**config.mk**
```make
export PLATFORM = sky130hd
export DESIGN_NAME = alu_serial_accel_flat
export DESIGN_NICKNAME = d
export VERILOG_FILES = /design/src/rtl/alu_serial_accel_if.sv /design/src/rtl/alu_serial_accel.sv /design/src/flat_wrapper.sv
export SDC_FILE = /design/constraint.sdc
export NUM_CORES = 1
export LEC_CHECK = 0
export ABC_AREA = 0
export CAP_MARGIN = 10
export CORE_MARGIN = 2
export CORE_UTILIZATION = 47
export CTS_CLUSTER_DIAMETER = 80
export DETAILED_ROUTE_END_ITERATION = 16
export GPL_ROUTABILITY_DRIVEN = 0
export PLACE_DENSITY = 0.74
export SLEW_MARGIN = 10
export SYNTH_ARGS = -nofsm -noshare
export SYNTH_HDL_FRONTEND = slang
export SYNTH_SLANG_ARGS = --single-unit
```
**constraint.sdc**
```tcl
create_clock -name clk -period 3.1 [get_ports clk]
set_clock_uncertainty 0.05 [all_clocks]
set_input_delay 0.775 -clock clk [delete_from_list [all_inputs] [get_ports clk]]
set_output_delay 0.775 -clock clk [all_outputs]
set_load 0.05 [all_outputs]
```
**src/rtl/alu_serial_accel_if.sv**
```systemverilog
// alu_serial_accel_if: request/result handshake bundle for alu_serial_accel.
// The master drives requests and out_ready; the slave (the ALU) returns results.
interface alu_serial_accel_if #(
   parameter int WIDTH = 8
);
   logic             in_valid;
   logic             in_ready;
   logic [1:0]       op;
   logic [WIDTH-1:0] ia;
   logic [WIDTH-1:0] ib;
   logic             out_valid;
   logic             out_ready;
   logic [WIDTH-1:0] sum;
   logic             cout;
   logic             ovf;
   logic             zero;

   modport master (
      output in_valid, op, ia, ib, out_ready,
      input  in_ready, out_valid, sum, cout, ovf, zero
   );

   modport slave (
      input  in_valid, op, ia, ib, out_ready,
      output in_ready, out_valid, sum, cout, ovf, zero
   );
endinterface

```
**src/rtl/alu_serial_accel.sv**
```systemverilog
// alu_serial_accel: digit-serial ADD/SUB/INC/DEC, DIGIT bits per cycle, LSB digit first.
// Define ALU_SAT_EN to clamp the result to the signed limit of x on overflow.
module alu_serial_accel #(
   parameter int WIDTH = 8,
   parameter int DIGIT = 4
) (
   input  logic              clk,
   input  logic              rst,
   alu_serial_accel_if.slave bus
);
   localparam int NDIG = WIDTH / DIGIT;
   localparam int CW   = (NDIG > 1) ? $clog2(NDIG) : 1;
   localparam logic [CW-1:0] LAST = CW'(NDIG - 1);

   typedef enum logic [1:0] {IDLE, RUN, DONE} state_t;

   state_t           state, state_nx;
   logic [WIDTH-1:0] x_sh, y_sh, work_q;
   logic             carry_q;
   logic [CW-1:0]    dcnt;
   logic [WIDTH-1:0] sum_q;
   logic             cout_q, ovf_q, zero_q;

   logic [WIDTH-1:0] x_in, y_in;
   logic             cin_in;
   logic [DIGIT-1:0] xs, ys;
   logic [DIGIT:0]   dsum;
   logic             cin_msb, ovf_nx;
   logic [WIDTH-1:0] res_nx, sat_res;

   // NOTE: state registers use <= so every flop samples pre-edge values; = here would race.
   always_ff @(posedge clk) begin
      if (rst) state <= IDLE;
      else     state <= state_nx;
   end

   // NOTE: every output of a combinational block gets a default first, so no path infers a latch.
   always_comb begin
      state_nx      = state;
      bus.in_ready  = 1'b0;
      bus.out_valid = 1'b0;
      case (state)
         IDLE: begin
            bus.in_ready = 1'b1;
            if (bus.in_valid) state_nx = RUN;
         end
         RUN: if (dcnt == LAST) state_nx = DONE;
         DONE: begin
            bus.out_valid = 1'b1;
            if (bus.out_ready) state_nx = IDLE;
         end
         default: state_nx = IDLE;
      endcase
   end

   // Every op is mapped onto x + y + cin at accept time.
   always_comb begin
      x_in   = bus.ia;
      y_in   = bus.ib;
      cin_in = 1'b0;
      case (bus.op)
         2'b00: ;
         2'b01: begin y_in = ~bus.ib; cin_in = 1'b1; end
         2'b10: begin x_in = bus.ib; y_in = '0; cin_in = 1'b1; end
         default: begin x_in = bus.ib; y_in = '1; end
      endcase
   end

   // One digit slice per cycle; the finished digit shifts in from the top of work_q.
   always_comb begin
      xs      = x_sh[DIGIT-1:0];
      ys      = y_sh[DIGIT-1:0];
      dsum    = {1'b0, xs} + {1'b0, ys} + (DIGIT+1)'(carry_q);
      cin_msb = dsum[DIGIT-1] ^ xs[DIGIT-1] ^ ys[DIGIT-1];
      ovf_nx  = cin_msb ^ dsum[DIGIT];
      res_nx  = (work_q >> DIGIT) | (WIDTH'(dsum[DIGIT-1:0]) << (WIDTH - DIGIT));
   end

`ifdef ALU_SAT_EN
   logic xmsb_q;

   always_ff @(posedge clk) begin
      if (rst)                                  xmsb_q <= 1'b0;
      else if (state == IDLE && bus.in_valid)   xmsb_q <= x_in[WIDTH-1];
   end

   always_comb begin
      sat_res = res_nx;
      if (ovf_nx) sat_res = xmsb_q ? {1'b1, {(WIDTH-1){1'b0}}} : {1'b0, {(WIDTH-1){1'b1}}};
   end
`else
   assign sat_res = res_nx;
`endif

   // NOTE: operand and result registers are reset too, so an aborted operation leaves no trace.
   always_ff @(posedge clk) begin
      if (rst) begin
         x_sh    <= '0;
         y_sh    <= '0;
         work_q  <= '0;
         carry_q <= 1'b0;
         dcnt    <= '0;
         sum_q   <= '0;
         cout_q  <= 1'b0;
         ovf_q   <= 1'b0;
         zero_q  <= 1'b0;
      end else begin
         case (state)
            IDLE: if (bus.in_valid) begin
               x_sh    <= x_in;
               y_sh    <= y_in;
               work_q  <= '0;
               carry_q <= cin_in;
               dcnt    <= '0;
            end
            RUN: begin
               x_sh    <= x_sh >> DIGIT;
               y_sh    <= y_sh >> DIGIT;
               work_q  <= res_nx;
               carry_q <= dsum[DIGIT];
               if (dcnt == LAST) begin
                  dcnt   <= '0;
                  sum_q  <= sat_res;
                  cout_q <= dsum[DIGIT];
                  ovf_q  <= ovf_nx;
                  zero_q <= (sat_res == '0);
               end else begin
                  dcnt <= dcnt + 1'b1;
               end
            end
            default: ;
         endcase
      end
   end

   assign bus.sum  = sum_q;
   assign bus.cout = cout_q;
   assign bus.ovf  = ovf_q;
   assign bus.zero = zero_q;
endmodule

```
**src/flat_wrapper.sv**
```systemverilog
// flat-port wrapper written by rule: the top's interface ports become plain ports
module alu_serial_accel_flat 
#(
   parameter int WIDTH = 8,
   parameter int DIGIT = 4
)
  (clk, rst, bus_in_valid, bus_op, bus_ia, bus_ib, bus_out_ready, bus_in_ready, bus_out_valid, bus_sum, bus_cout, bus_ovf, bus_zero);
  alu_serial_accel_if #(.WIDTH(WIDTH)) bus_i ();
  input  logic clk;
  input  logic rst;
  input wire logic [$bits(bus_i.in_valid)-1:0] bus_in_valid;
  input wire logic [$bits(bus_i.op)-1:0] bus_op;
  input wire logic [$bits(bus_i.ia)-1:0] bus_ia;
  input wire logic [$bits(bus_i.ib)-1:0] bus_ib;
  input wire logic [$bits(bus_i.out_ready)-1:0] bus_out_ready;
  output wire logic [$bits(bus_i.in_ready)-1:0] bus_in_ready;
  output wire logic [$bits(bus_i.out_valid)-1:0] bus_out_valid;
  output wire logic [$bits(bus_i.sum)-1:0] bus_sum;
  output wire logic [$bits(bus_i.cout)-1:0] bus_cout;
  output wire logic [$bits(bus_i.ovf)-1:0] bus_ovf;
  output wire logic [$bits(bus_i.zero)-1:0] bus_zero;
  assign bus_i.in_valid = bus_in_valid;
  assign bus_i.op = bus_op;
  assign bus_i.ia = bus_ia;
  assign bus_i.ib = bus_ib;
  assign bus_i.out_ready = bus_out_ready;
  assign bus_in_ready = bus_i.in_ready;
  assign bus_out_valid = bus_i.out_valid;
  assign bus_sum = bus_i.sum;
  assign bus_cout = bus_i.cout;
  assign bus_ovf = bus_i.ovf;
  assign bus_zero = bus_i.zero;
  alu_serial_accel #(.WIDTH(WIDTH), .DIGIT(DIGIT)) u_core (.clk(clk), .rst(rst), .bus(bus_i));
endmodule
```
# Word level (Yosys, flattened, before mapping)
# Index checks and enable logic that the tools add are counted.
# word_totals
ff_bits,39
latchBits,0
ramBits,0
romBits,0
input_bits,22
output_inout_bits,13
mem_count,0
# op_classes
add_sub_neg,3
mul,0
div_mod_pow,0
order_cmp,0
n_eq_ne,7
shifts,0
n_mux,20
bitwise_logic,5
reduce_logical,9
# ops
op,count
8-bit case mux with 2 select lines,3
8-bit two-way mux,4
8-bit case mux with 3 select lines,1
8-bit logical NOT,1
8-bit NOT,1
4-bit by 8-bit OR with 8-bit output,1
1-bit two-way mux,6
2-bit two-way mux,3
2-bit case mux with 3 select lines,1
4-bit by 4-bit adder with 5-bit output,1
5-bit by 1-bit adder with 5-bit output,1
2-bit by 1-bit equality test with 1-bit output (second input constant),2
2-bit equality test (second input constant),2
2-bit logical NOT,2
2-bit inequality test (second input constant),2
1-bit case mux with 2 select lines,2
2-bit AND reduction,2
2-bit OR reduction,2
3-bit AND reduction,1
1-bit bitwise XOR,3
2-bit by 1-bit inequality test with 1-bit output (second input constant),1
2-bit nonzero test,1
1-bit adder (second input constant),1

# Logic depth before layout (Yosys ltp)
# Gate-level depths: netlist (run 1).
# logic_depth
ltp_word,5
mapped_depth,8
ltp_nobuf,8

# Least setup slack after synthesis (run 1)
# OpenSTA, ideal clock, no wires.
# synth_path
path_type,register -> register
start,reg u_core.carry_q
end,reg u_core.zero_q (netlist: u_core.bus.zero)
setup_time_ns,0.067
arrival_time_ns,2.100
slack_ns,0.883
stages_incl_launch_ff,9
path_cell_list,dfxtp_1 -> inv_1 -> fa_1 -> inv_1 -> fa_1 -> nor4_1 -> nand3b_1 -> a2111o_1 -> a21oi_2
# synth_via
elab_chain_len,3
# synth_rtl
item,line,source
"start, declared",alu_serial_accel.sv:19,logic carry_q;
"start signal, assigned",alu_serial_accel.sv:113,carry_q <= cin_in;
"start signal, assigned",alu_serial_accel.sv:120,carry_q <= dsum[DIGIT];
5-bit by 1-bit adder with 5-bit output,alu_serial_accel.sv:73,"dsum = {1'b0, xs} + {1'b0, ys} + (DIGIT+1)'(carry_q);"
via u_core.dsum[1],alu_serial_accel.sv:27,logic [DIGIT:0] dsum;
4-bit by 8-bit OR with 8-bit output,alu_serial_accel.sv:76,res_nx = (work_q >> DIGIT) | (WIDTH'(dsum[DIGIT-1:0]) << (WIDTH - DIGIT));
8-bit logical NOT,alu_serial_accel.sv:126,zero_q <= (sat_res == '0);
"end signal, assigned",alu_serial_accel.sv:126,
"end, declared",alu_serial_accel.sv:22,"logic cout_q, ovf_q, zero_q;"
# The timed path passes the listed nets, and every way through them passes these cells.
# A chain may end at the register's enable or synchronous reset.

# Worst setup path in the final report (run 1)
# layout_path
start,reg u_core.state[1]
end,out bus_out_valid
# layout_via
elab_chain_len,2
# layout_rtl
item,line,source
"start, declared",alu_serial_accel.sv:17,"state_t state, state_nx;"
"start signal, assigned",alu_serial_accel.sv:34,else state <= state_nx;
2-bit equality test,alu_serial_accel.sv:42,case (state)
1-bit two-way mux,alu_serial_accel.sv:42,
"end, declared",flat_wrapper.sv:17,output wire logic [$bits(bus_i.out_valid)-1:0] bus_out_valid;
# No other way between the ends.

==> run summary, run 1 <==
=========================================================================================
Detailed-router iteration count before antenna repair                                   5
First-pass GRT wire length                                                   6693 microns
Met1 wire length                                                             1807 microns
Run status                                                                   finished, final reports clean
Root cell of the clock tree                                                  sky130_fd_sc_hd__clkbuf_8
Placed Cells                                                                          275
Net count, final                                                                      264
Antenna Violating Nets Remaining                                                        0
Clk Latency, worst-skew pair                                                      0.29 ns
Floorplan die height                                                         65.36 microns
Final max-slew violation count                                                          0
Die extent in x                                                              65.36 microns
Largest fanout on the critical path                                                     7
Maximum clock frequency                                                        0.3914 GHz
Count of input and output buffers                                                      34
Post-CTS repair timing setup buffer count                                               0
Per-cell via count in the routed design                                             5.390
Power per cell area                                                          477.3 nW/um^2
RSZ-0062 raised after global routing                                                   no
Syn Area/Cell                                                                 8.802 sq um
Time the final worst path needs with I/O delays and setup                        2.555 ns
Average wire per cell in the routed design                                   14.03 microns
Classification of the worst setup path                                       flop to primary output
Sequential-to-total area share from yosys stat                                     39.60%
Max transition margin                                                              56.38%
Met3 WL                                                                       167 microns
Total Wirelength                                                             3956 microns
Yosys cell types                                                                       43
Total cell area at the placement stage                                         2137 sq um
Multiplexer area fraction after synthesis                                          9.760%
Mapped Nets                                                                           231
Total number of clock tree sinks                                                       35
Total of max-cap violations                                                             0
Core region area                                                               3633 sq um
TritonCTS buffer count                                                                  5
Slew @ Worst Pin                                                                0.6530 ns
Pin count of the biggest net entering global routing                                   22
Hold buffer count at CTS                                                                0
Core Rows                                                                              22
Worst slack at placement                                                        0.2772 ns
Vias in the first global route                                                       1431
Maximum vdd ir drop                                                             0.2661 mV
Leakage power                                                                   0.8742 nW
Final setup slack of the worst path                                             0.5453 ns
Clock Path Buffers                                                                      2
Main combinational cell family by area after synthesis                       compound AO/OA/AOI/OAI gates
Count of mapped cells out of synthesis                                                201
Critical Path Sink Type                                                      primary output
Post-route standard cell area excluding fillers                                2225 sq um
# H-tree levels                                                                         2
DR vias                                                                              1520
Synth Area in Compound Gates                                                       20.01%
Total setup violations reported at the end of the flow                                  0
Fraction of layout instances using a drive strength above 1                        11.11%
Worst EP arrival                                                                  1.73 ns
IO Pins                                                                                35
Count of endpoints failing hold in the final timing report                              0
DR iter-0 viols                                                                       121
Initial antenna violation count                                                         0
Number of synthesized flops with an enable pin                                          0
Proportion of register bits with asynchronous set or reset after synthesis             0%
Simple-gate share of the synthesized area                                          16.83%
Worst slack on hold paths                                                       0.4052 ns
Total of flip-flops plus latches after synthesis                                       35
Post-detailed-route DRC marker count                                                    0
TNS Setup                                                                            0 ns
Adder-cell share of the synthesized area                                           6.506%
CTS clock-pin slew for the worst setup and hold paths                             0.07 ns
Share of the clock period used by the worst path                                   82.41%
Overall die area                                                               4271 sq um
Synth Warn #                                                                            0
Antenna diodes                                                                          0
Worst hold path class                                                        flop to flop
Clock tree from TritonCTS                                                            done
Element type at the critical path start                                              flop
Critical path required time                                                       2.27 ns
Non-Filler Instances                                                                  282
Initial cell density of the core                                                   48.69%
Count of fill cells added during filler insertion                                     351
Synth-to-Final Area Change                                                         25.74%
DP HPWL                                                                      2891 microns
Global-route usage over all layers                                                 20.63%
Summed instance area of the synthesized netlist                                1769 sq um
Dominant synthesized flop cell                                               sky130_fd_sc_hd__dfxtp_1
DR top layer                                                                         met4
Xor and xnor area share after synthesis                                           0.9901%
Met2 Routed Length                                                           1902 microns
Quantity of gates resized following cts                                                 0
Total grt overflow                                                                      0
=========================================================================================
[worst max-delay path, stage by stage (launching register included)]
cell and delay [ns]:
sky130_fd_sc_hd__dfxtp_1 0.43, sky130_fd_sc_hd__nor2b_1 0.20, sky130_fd_sc_hd__clkdlybuf4s50_1 0.82
[metrics by stage]
step	utilization (%)	power (mW)
floorplan	-	0.6630
global placement	58.82	0.7349
detailed placement	58.82	0.7374
CTS	61.23	1.069
global route	61.23	1.115
finish	61.23	1.062
[cell usage in the layout, fill, tap and decap left out, types with 3 or more instances in the layout]
| master | Yosys | routed |
|---|---|---|
| sky130_fd_sc_hd__a21oi_1 | 21 | 21 |
| sky130_fd_sc_hd__a221o_1 | 4 | 4 |
| sky130_fd_sc_hd__a22oi_1 | 6 | 6 |
| sky130_fd_sc_hd__buf_4 | 2 | 5 |
| sky130_fd_sc_hd__clkbuf_8 | 0 | 6 |
| sky130_fd_sc_hd__clkdlybuf4s50_1 | 0 | 34 |
| sky130_fd_sc_hd__dfxtp_1 | 35 | 35 |
| sky130_fd_sc_hd__ha_1 | 6 | 6 |
| sky130_fd_sc_hd__inv_1 | 11 | 11 |
| sky130_fd_sc_hd__mux2_2 | 10 | 10 |
| sky130_fd_sc_hd__mux2i_1 | 6 | 6 |
| sky130_fd_sc_hd__nand2_1 | 22 | 22 |
| sky130_fd_sc_hd__nand3b_1 | 3 | 3 |
| sky130_fd_sc_hd__nor2_1 | 24 | 24 |
| sky130_fd_sc_hd__nor2b_1 | 3 | 3 |
| sky130_fd_sc_hd__o21ai_0 | 5 | 5 |
[cell families after synthesis]
logic type	after synthesis
mux	16
compound gates	52
buf+inv	24
fa+ha+maj	8
simple gates	64
xor+xnor	2
flops	35
[worst paths after layout]
kind / start / to / slack [ns] / cells after the start
setup / recovery: u_core.state[1]$_SDFFE_PP0P_ / bus_out_valid / 0.55 / 2
hold / removal: u_core.bus.sum[5]$_SDFFE_PP0P_ / u_core.bus.sum[5]$_SDFFE_PP0P_ / 0.41 / 2
setup reg to reg: u_core.carry_q$_SDFFE_PP0P_ / u_core.bus.zero$_SDFFE_PP0P_ / 0.71 / 8
hold reg to reg: u_core.bus.sum[5]$_SDFFE_PP0P_ / u_core.bus.sum[5]$_SDFFE_PP0P_ / 0.41 / 2
[registers in the layout (all words and copies together), names as in the netlist]
register,count
u_core.carry_q,1
u_core.dcnt,1
u_core.bus.zero,1
u_core.bus.ovf,1
u_core.bus.cout,1
u_core.x_sh,8
u_core.y_sh,8
u_core.bus.sum,8
u_core.state,2
u_core.work_q,4
[final cells by class]
class / instances / area, sq um / share of cell area [%]
multi-input combinational: 142 / 957.2 / 43.03
sequential: 35 / 700.7 / 31.50
timing repair buffer: 39 / 377.9 / 16.99
clock buffer: 6 / 82.58 / 3.712
tap: 48 / 60.06 / 2.700
inverter: 11 / 41.29 / 1.856
clock inverter: 1 / 5.005 / 0.2250
[routing by layer]
metal	global-route usage, %	vias up
li1	-	769
met1	26.26	707
met2	34.44	36
met3	3.596	8
met4	8.594	0
met5	0	-
[power by group]
group,internal [mW],switching (mW),leakage (nW),total (mW)
combinational,0.109,0.124,0.542,0.233
clock,0.174,0.158,0.0470,0.332
sequential,0.477,0.0201,0.286,0.497
total,0.760,0.302,0.874,1.06
[cells in the mapped netlist, types with 2 or more instances]
library cell	instances	area, sq um
sky130_fd_sc_hd__nor2_1	24	90.09
sky130_fd_sc_hd__a21oi_1	21	105.1
sky130_fd_sc_hd__nand3b_1	3	22.52
sky130_fd_sc_hd__nand2b_1	2	12.51
sky130_fd_sc_hd__inv_1	11	41.29
sky130_fd_sc_hd__nor2b_1	3	18.77
sky130_fd_sc_hd__a222oi_1	2	20.02
sky130_fd_sc_hd__dfxtp_1	35	700.7
sky130_fd_sc_hd__a221o_1	4	40.04
sky130_fd_sc_hd__ha_1	6	75.07
sky130_fd_sc_hd__o21ai_0	5	25.02
sky130_fd_sc_hd__buf_2	6	30.03
sky130_fd_sc_hd__nand2_1	22	82.58
sky130_fd_sc_hd__fa_1	2	40.04
sky130_fd_sc_hd__xor2_1	2	17.52
sky130_fd_sc_hd__a22oi_1	6	45.04
sky130_fd_sc_hd__clkbuf_1	3	11.26
sky130_fd_sc_hd__and2_1	2	12.51
sky130_fd_sc_hd__mux2i_1	6	60.06
sky130_fd_sc_hd__nand3_1	2	10.01
sky130_fd_sc_hd__buf_4	2	15.01
sky130_fd_sc_hd__a211oi_1	2	15.01
sky130_fd_sc_hd__mux2_2	10	112.6
Note: power is estimated with default switching activity, not from simulation.
==> run 2: changes to the inputs <==
Clock period 3.1 ns to 2.49 ns, I/O delays scaled along.
==> run summary, run 2 (synthesis gave the netlist of run 1 again) <==
=====================================================================================
Run status                                                               finished, final reports clean
Post-detailed-route DRC marker count                                                0
Power per cell area                                                      655.1 nW/um^2
Total number of clock tree sinks                                                   35
Count of input and output buffers                                                  34
Maximum clock frequency                                                    0.4161 GHz
Global-route usage over all layers                                             21.88%
Die extent in x                                                          65.36 microns
First-pass GRT wire length                                               7065 microns
Time the final worst path needs with I/O delays and setup                    2.403 ns
Overall die area                                                           4271 sq um
Worst slack at placement                                                   0.01962 ns
Worst EP arrival                                                              2.57 ns
# H-tree levels                                                                     2
Share of the clock period used by the worst path                               96.51%
Net count, final                                                                  270
Initial cell density of the core                                               48.69%
DR iter-0 viols                                                                    73
Maximum vdd ir drop                                                         0.3469 mV
Pin count of the biggest net entering global routing                               17
Placed Cells                                                                      281
Total Wirelength                                                         3956 microns
Top library cells by usage in the layout, fill and taps aside            sky130_fd_sc_hd__dfxtp_1, sky130_fd_sc_hd__clkdlybuf4s50_1, sky130_fd_sc_hd__nor2_1
Antenna Violating Nets Remaining                                                    0
Hold buffer count at CTS                                                            0
Final setup slack of the worst path                                        0.08687 ns
Slew @ Worst Pin                                                            0.5757 ns
Per-cell via count in the routed design                                         5.343
TritonCTS buffer count                                                              5
Total grt overflow                                                                  0
Largest fanout on the critical path                                                 3
Detailed-router iteration count before antenna repair                               4
Floorplan die height                                                     65.36 microns
Element type at the critical path start                                          flop
Post-route standard cell area excluding fillers                            2331 sq um
Total cell area at the placement stage                                     2192 sq um
DP HPWL                                                                  2983 microns
Count of fill cells added during filler insertion                                 326
Initial antenna violation count                                                     0
Critical path required time                                                   2.66 ns
Leakage power                                                               0.9314 nW
Worst hold path class                                                    flop to flop
Total of max-cap violations                                                         0
Non-Filler Instances                                                              289
Clock Path Buffers                                                                  2
Root cell of the clock tree                                              sky130_fd_sc_hd__clkbuf_8
Overall power of the completed layout                                        1.527 mW
Max transition margin                                                          61.50%
Clock tree from TritonCTS                                                        done
Final max-slew violation count                                                      0
Clk Latency, worst-skew pair                                                  0.28 ns
IO Pins                                                                            35
DR vias                                                                          1544
Total setup violations reported at the end of the flow                              0
Synth-to-Final Area Change                                                     31.75%
CTS clock-pin slew for the worst setup and hold paths                         0.07 ns
Fraction of layout instances using a drive strength above 1                    14.11%
Average wire per cell in the routed design                               13.69 microns
Most frequent standard cell in the layout excluding fill and tap cells   sky130_fd_sc_hd__dfxtp_1
Critical Path Sink Type                                                          flop
Classification of the worst setup path                                   flop to flop
Count of endpoints failing hold in the final timing report                          0
Core Rows                                                                          22
Antenna diodes                                                                      0
Core region area                                                           3633 sq um
Vias in the first global route                                                   1520
=====================================================================================
run 2: cell count changes in the layout (fill, tap and decap cells not counted), sizes merged:
cell	change
buf	+7
bufinv	+2
clkdlybuf4s50	-1
clkinv	-1
run 2: repair_timing:
action	in CTS	in global routing
resized for setup	0	1
setup endpoints to repair	0	1
setup buffers	0	0
run 2: final cells by class:
cell class                      count  area (sq um)  share of cell area, %
Clock buffer                        6         72.57                  3.113
Clock inverter                      2         60.06                  2.576
Inverter                           11         41.29                  1.771
Multi-Input combinational cell    142         963.4                  41.33
Sequential cell                    35         700.7                  30.06
Tap cell                           48         60.06                  2.576
Timing Repair Buffer               45         432.9                  18.57
run 2: stage by stage:
| stage | utilization [%] | hold WS (ns) | TNS, ns |
|---|---|---|---|
| finish | 64.15 | 0.4029 | 0 |
| global route | 64.15 | 0.4247 | -0.05719 |
| CTS | 63.98 | 0.4055 | 0 |
| detailed placement | 60.33 | 0.3953 | 0 |
| global placement | 60.33 | 0.3922 | 0 |
| floorplan | - | 0.3863 | 0 |
run 2: worst max-delay path, stage by stage, from the launching register on:
cell                       delay [ns]
sky130_fd_sc_hd__dfxtp_1         0.33
sky130_fd_sc_hd__inv_1           0.06
sky130_fd_sc_hd__fa_1            0.45
sky130_fd_sc_hd__inv_1           0.09
sky130_fd_sc_hd__fa_1            0.47
sky130_fd_sc_hd__nor4_2          0.29
sky130_fd_sc_hd__nand3b_1        0.10
sky130_fd_sc_hd__a2111o_1        0.36
sky130_fd_sc_hd__a21oi_2         0.13
run 2: path summary, 6_finish.rpt:
path	slack, ns	endpoint	cells after the start	start
max	0.09	u_core.bus.zero$_SDFFE_PP0P_	8	u_core.carry_q$_SDFFE_PP0P_
min	0.40	u_core.bus.sum[7]$_SDFFE_PP0P_	2	u_core.bus.sum[7]$_SDFFE_PP0P_
min reg2reg	0.40	u_core.bus.sum[7]$_SDFFE_PP0P_	2	u_core.bus.sum[7]$_SDFFE_PP0P_
max reg2reg	0.09	u_core.bus.zero$_SDFFE_PP0P_	8	u_core.carry_q$_SDFFE_PP0P_
run 2: metal layers:
layer	up-vias	global-route usage [%]	part of all wire, %
met5	-	0	0
met4	0	11.46	3.4
met3	10	5.137	4.1
met2	41	34.69	47
met1	711	27.58	45
li1	782	-	-
run 2: where the power goes:
group	switching, mW	internal [mW]
registers	0.0247	0.593
clock network	0.199	0.400
logic	0.159	0.150
total	0.383	1.14
==> RTL change 1: new RTL, settings of run 2 <==
The 3 states of `state_t` get a one-hot encoding in 3 bits.
--- a/src/rtl/alu_serial_accel.sv
+++ b/src/rtl/alu_serial_accel.sv
@@ -13,5 +13,5 @@
    localparam logic [CW-1:0] LAST = CW'(NDIG - 1);
 
-   typedef enum logic [1:0] {IDLE, RUN, DONE} state_t;
+   typedef enum logic [2:0] {IDLE = 3'b001, RUN = 3'b010, DONE = 3'b100} state_t;
 
    state_t           state, state_nx;
Function: no difference found for any inputs over 10 cycles, from zero or initial values and one cycle with rst high; not proved beyond that.
==> RTL change 1 against run 2 <==
Power is 5.6% lower; global-route usage fell by 0.91 points; final area rose by 1.0%; die area increased by 4.3%; sequential cell count rose by 1; area after synthesis rose by 4.6%; maximum frequency hardly changed; wire length grew 6.1%; setup slack about the same; highest routed layer unchanged; worst hold slack improved by 0.00090 ns.
==> RTL change 1: results (changes against run 2) <==
CTS
  – Root Buffer: clkbuf_8 (unchanged)
  – Clk_lat worst skew: 0.28 ns (about the same)
  – Clk slew on worst S/H paths: 0.07 ns (about the same)
  – Cts bufs inserted: 5 (unchanged)
  – Clock Path Buffers: 2 (unchanged)
  – H-tree depth: 2 (unchanged)
  – Post-CTS Resized: 0 (unchanged)
  – Setup bufs post-CTS: 0 (unchanged)

Global routing
  – Largest net degree at the start of global routing: 24 (was 17)
  – Initial antenna violation count: 0 (unchanged)
  – Global-route wire length before repair: 7030 um (was 7070 um)
  – Vias in the first global route: 1572 (was 1520)
  – GRT Util Overall: 21.0% (was 21.9%)

Critical path
  – CP max FO: 8 (was 3)
  – CP Data Arrival Time: 1.73 ns (was 2.57 ns)

Placed design
  – Post-detail-place hpwl: 3070 um (was 2980 um)
  – Port-buffer cells: 34 (unchanged)
  – Pre-CTS setup slack: 0.123 ns (was 0.0196 ns)

Power and ir drop
  – VDD IR max: 0.377 mV (was 0.347 mV)
  – Sw Pwr: 427 uW (was 383 uW)
  – Static Leakage: 0.910 nW (was 0.931 nW)

Route
  – WL final: 4200 um (was 3960 um)
  – Starting DRT DRC Count: 101 (was 73)
  – DRC: 0 (unchanged)
  – Via/cell ratio: 5.57 (was 5.34)
  – Drt first pass iters: 4 (unchanged)

Yosys
  – Synth Flop Type: dfxtp_1 (unchanged)
  – Post-synthesis mux area share: 7.30% (was 9.76%)
  – Sequential area share after synthesis: 38.9% (was 39.6%)
  – Top cells by area, synth: dfxtp_1, a21oi_1, nand2_1, mux2_2, ha_1 (was dfxtp_1, mux2_2, a21oi_1, nor2_1, nand2_1)
  – Ys async rst share: 0% (unchanged)
  – Synth unique cells: 39 (was 43)
  – Synth Area in Compound Gates: 22.2% (was 20.0%)
  – Post-Synth Adder-Cell Area: 6.22% (was 6.51%)
  – Synthesis warning total: 0 (unchanged)
  – Synth cell count leaders: dfxtp_1, nand2_1, a21oi_1 (was dfxtp_1, nor2_1, nand2_1)
  – Synth Area in XOR/XNOR: 0.947% (was 0.990%)
  – Post-synth net total: 249 (was 231)

Status
  – Status: completed (unchanged)

Cells and area
  – Nets: 285 (was 270)
  – Layout cells sized above 1: 12.1% (was 14.1%)
  – Diode count: 0 (unchanged)

Timing
  – Setup Viol. Count Final: 0 (unchanged)
  – Worst Tran Pin Value: 0.502 ns (was 0.576 ns)

Hold path
  – Hold Path Class: register to register (unchanged)
==> RTL change 1: cell count changes in the layout (fill, tap and decap cells not counted), moves of 3 or more <==
cell,before,now
mux2i_1,6,0
a311o_1,0,4
nor2b_1,3,0
nand3_1,2,7
nand2_1,22,36
nor2_1,24,19
o211ai_1,0,4
a21oi_1,21,31
inv_1,11,3
a221o_1,4,0
o221ai_1,0,4
a22oi_1,6,2
==> RTL change 1: power groups by stage <==
stage	sequential [mW]	clock (mW)	combinational [mW]
final	0.653	0.421	0.368
after global routing	0.657	0.461	0.408
after CTS	0.652	0.431	0.366
after detailed placement	0.665	0	0.365
after global placement	0.664	0	0.359
after floorplan	0.656	0	0.252
==> RTL change 1: area by class of cell <==
class,instances,area (um^2)
Timing Repair Buffer,45,433
Multi-Input combinational cell,164,1040
Fill cell,335,1360
Sequential cell,36,721
Clock buffer,8,90.1
Tap cell,48,60.1
Inverter,3,11.3
==> RTL change 1: final timing paths <==
path	start	endpoint	slack, ns	cells past startpoint
worst min-delay path	u_core.bus.sum[3]	u_core.bus.sum[3]	0.40	2
worst max-delay path	u_core.state[1]	bus_out_valid	0.09	3
worst max register to register	u_core.carry_q	u_core.bus.zero	0.25	6
worst min register to register	u_core.bus.sum[3]	u_core.bus.sum[3]	0.40	2
==> RTL change 1: per-stage QoR <==
step	std cells	hold WS [ns]	total power [mW]	utilization, %	cell area, um^2
after floorplan	219	0.382	0.908	-	1850
after global placement	296	0.392	1.02	60.9	2260
after detailed placement	296	0.396	1.03	60.9	2260
after CTS	304	0.406	1.45	63.4	2350
after global routing	304	0.431	1.53	63.4	2350
final	304	0.404	1.44	63.4	2350
==> RTL change 1: logic make-up after synthesis <==
group / Yosys count
AO/OA/AOI/OAI: 64
multiplexers: 12
XOR/XNOR: 2
flip-flops: 36
AND/OR/NAND/NOR: 78
adder cells (fa/ha/maj): 8
buffers and inverters: 19
==> RTL change 1: routing by layer <==
layer | vias up | GRT usage (%) | routed length, um
li1 | 855 | - | -
met1 | 802 | 26.4 | 1970
met2 | 30 | 35.0 | 2000
met3 | 5 | 5.07 | 160
met4 | 0 | 6.89 | 61
met5 | - | 0 | 0
==> RTL change 1: worst max-delay path, cell delays in order, from the launching register on <==
cell and delay (ns):
dfxtp_1 0.37, nand2b_1 0.19, nor2_1 0.09, clkdlybuf4s50_1 0.80
==> RTL change 2: new RTL, flow settings as in run 2 <==
Made on the original files. `DIGIT` is set to 4 in 2 places; all go to 8.
--- a/src/rtl/alu_serial_accel.sv
+++ b/src/rtl/alu_serial_accel.sv
@@ -3,5 +3,5 @@
 module alu_serial_accel #(
    parameter int WIDTH = 8,
-   parameter int DIGIT = 4
+   parameter int DIGIT = 8
 ) (
    input  logic              clk,
--- a/src/flat_wrapper.sv
+++ b/src/flat_wrapper.sv
@@ -3,5 +3,5 @@
 #(
    parameter int WIDTH = 8,
-   parameter int DIGIT = 4
+   parameter int DIGIT = 8
 )
   (clk, rst, bus_in_valid, bus_op, bus_ia, bus_ib, bus_out_ready, bus_in_ready, bus_out_valid, bus_sum, bus_cout, bus_ovf, bus_zero);
Behaviour: not the same (a bounded check fails within 4 cycles, from zero or initial values and one cycle with rst high).
==> RTL change 2 against run 2 <==
Critical path depth grew 1; non-clock buffer count is 6 lower; final area down 7.0%; sequential cell count shrank 5; setup slack improved by 0.013 ns; area after synthesis is 5.2% lower; power decreased by 27%; clock power down 50%; final cell count down 1.0%; count of clock-buffer cells in the layout grew 1; wire length decreased by 22%; critical path type unchanged; critical endpoint unchanged.
==> RTL change 2: results (changes against run 2) <==
Route
  – Met3 layer wire length in the routed design: 108 um (was 161 um)
  – Met2 routed WL: 1340 um (was 1860 um)
  – Metal-1 WL: 1560 um (was 1800 um)
  – WL final: 3090 um (was 3960 um)

Critical path
  – CP Data Arrival Time: 2.61 ns (was 2.57 ns)
  – Reg2reg path depth: 9 (was 8)
  – Critical path's largest stage delay: 0.43 ns (was 0.47 ns)
  – Worst setup path start: u_core.x_sh[0] (was u_core.carry_q)

Cells and area
  – Filler Cell Count: 291 (was 326)
  – Count of multi-input gates: 154 (was 142)
  – Nets: 273 (was 270)
  – Clock buf count: 7 (was 6)
  – Buffer share of cell area: 17.7% (was 18.6%)
  – Synth-to-Final Area Change: 29.2% (was 31.8%)
  – Non-Clock Buffer Count: 39 (was 45)
  – Logic inverters: 9 (was 11)
  – Multi-input gate share of total cell area: 47.5% (was 41.3%)
  – Cell Count, Final, Fillers Out: 286 (was 289)
  – ClkCell Share: 2.77% (was 5.69%)

Global routing
  – Grt met3 use: 3.17% (was 5.14%)
  – Vias in the first global route: 1254 (was 1520)
  – Met1 usage: 21.8% (was 27.6%)
  – Met2 global-route usage: 27.0% (was 34.7%)

Yosys
  – Synth cell count leaders: nand2_1, dfxtp_1, o21ai_0 (was dfxtp_1, nor2_1, nand2_1)
  – Synth unique cells: 34 (was 43)
  – Sequential area share after synthesis: 35.8% (was 39.6%)

Placed design
  – Pre-CTS setup slack: 0.000904 ns (was 0.0196 ns)
  – Placed insts: 277 (was 281)
  – Post-detail-place hpwl: 2430 um (was 2980 um)

Power and ir drop
  – Comb power frac: 25.4% (was 20.3%)
  – Tot Pwr: 1.11 mW (was 1.53 mW)
  – Seq pwr share: 47.5% (was 40.5%)
  – VDD IR max: 0.193 mV (was 0.347 mV)
  – Sw Pwr: 336 uW (was 383 uW)
  – Static Leakage: 0.868 nW (was 0.931 nW)

Status
  – Status: completed (unchanged)

CTS
  – Clk slew on worst S/H paths: 0.09 ns (was 0.07 ns)
  – Clk_lat worst skew: 0.33 ns (was 0.28 ns)

Timing
  – Slew headroom: 38.6% (was 61.5%)
  – Worst Hold Slack: 0.405 ns (was 0.403 ns)

Hold path
  – WHS Endpoint: u_core.bus.sum[5] (was u_core.bus.sum[7])
  – HP Start: u_core.bus.sum[5] (was u_core.bus.sum[7])
## RTL change 2: changes by cell type after synthesis, sizes merged, moves of 5 or more
cell / run 2 / this run
mux2: 10 / 1
o21ai: 6 / 23
a22oi: 6 / 0
dfxtp: 35 / 30
nand2: 22 / 32
nor2b: 3 / 13
nor2: 25 / 10
xnor2: 0 / 6
buf: 8 / 1
a21oi: 22 / 11
a211oi: 2 / 11
## RTL change 2: what timing repair did
item | 4_1_cts | 5_1_grt
pin swaps | 0 | 4
setup buffers | 0 | 1
endpoints found under the setup margin | 2 | 6
gates resized for setup | 1 | 8
gates cloned | 0 | 0
## RTL change 2: logic make-up (layout without fill, tap and decap cells)
logic type,after synthesis,in the layout,synth area share (%)
multiplexers,11,11,6.64
AO/OA/AOI/OAI,56,56,20.3
XOR/XNOR,8,8,4.18
adder cells (fa/ha/maj),12,12,9.84
flip-flops,30,30,35.8
AND/OR/NAND/NOR,67,67,19.5
buffers and inverters,17,56,3.80
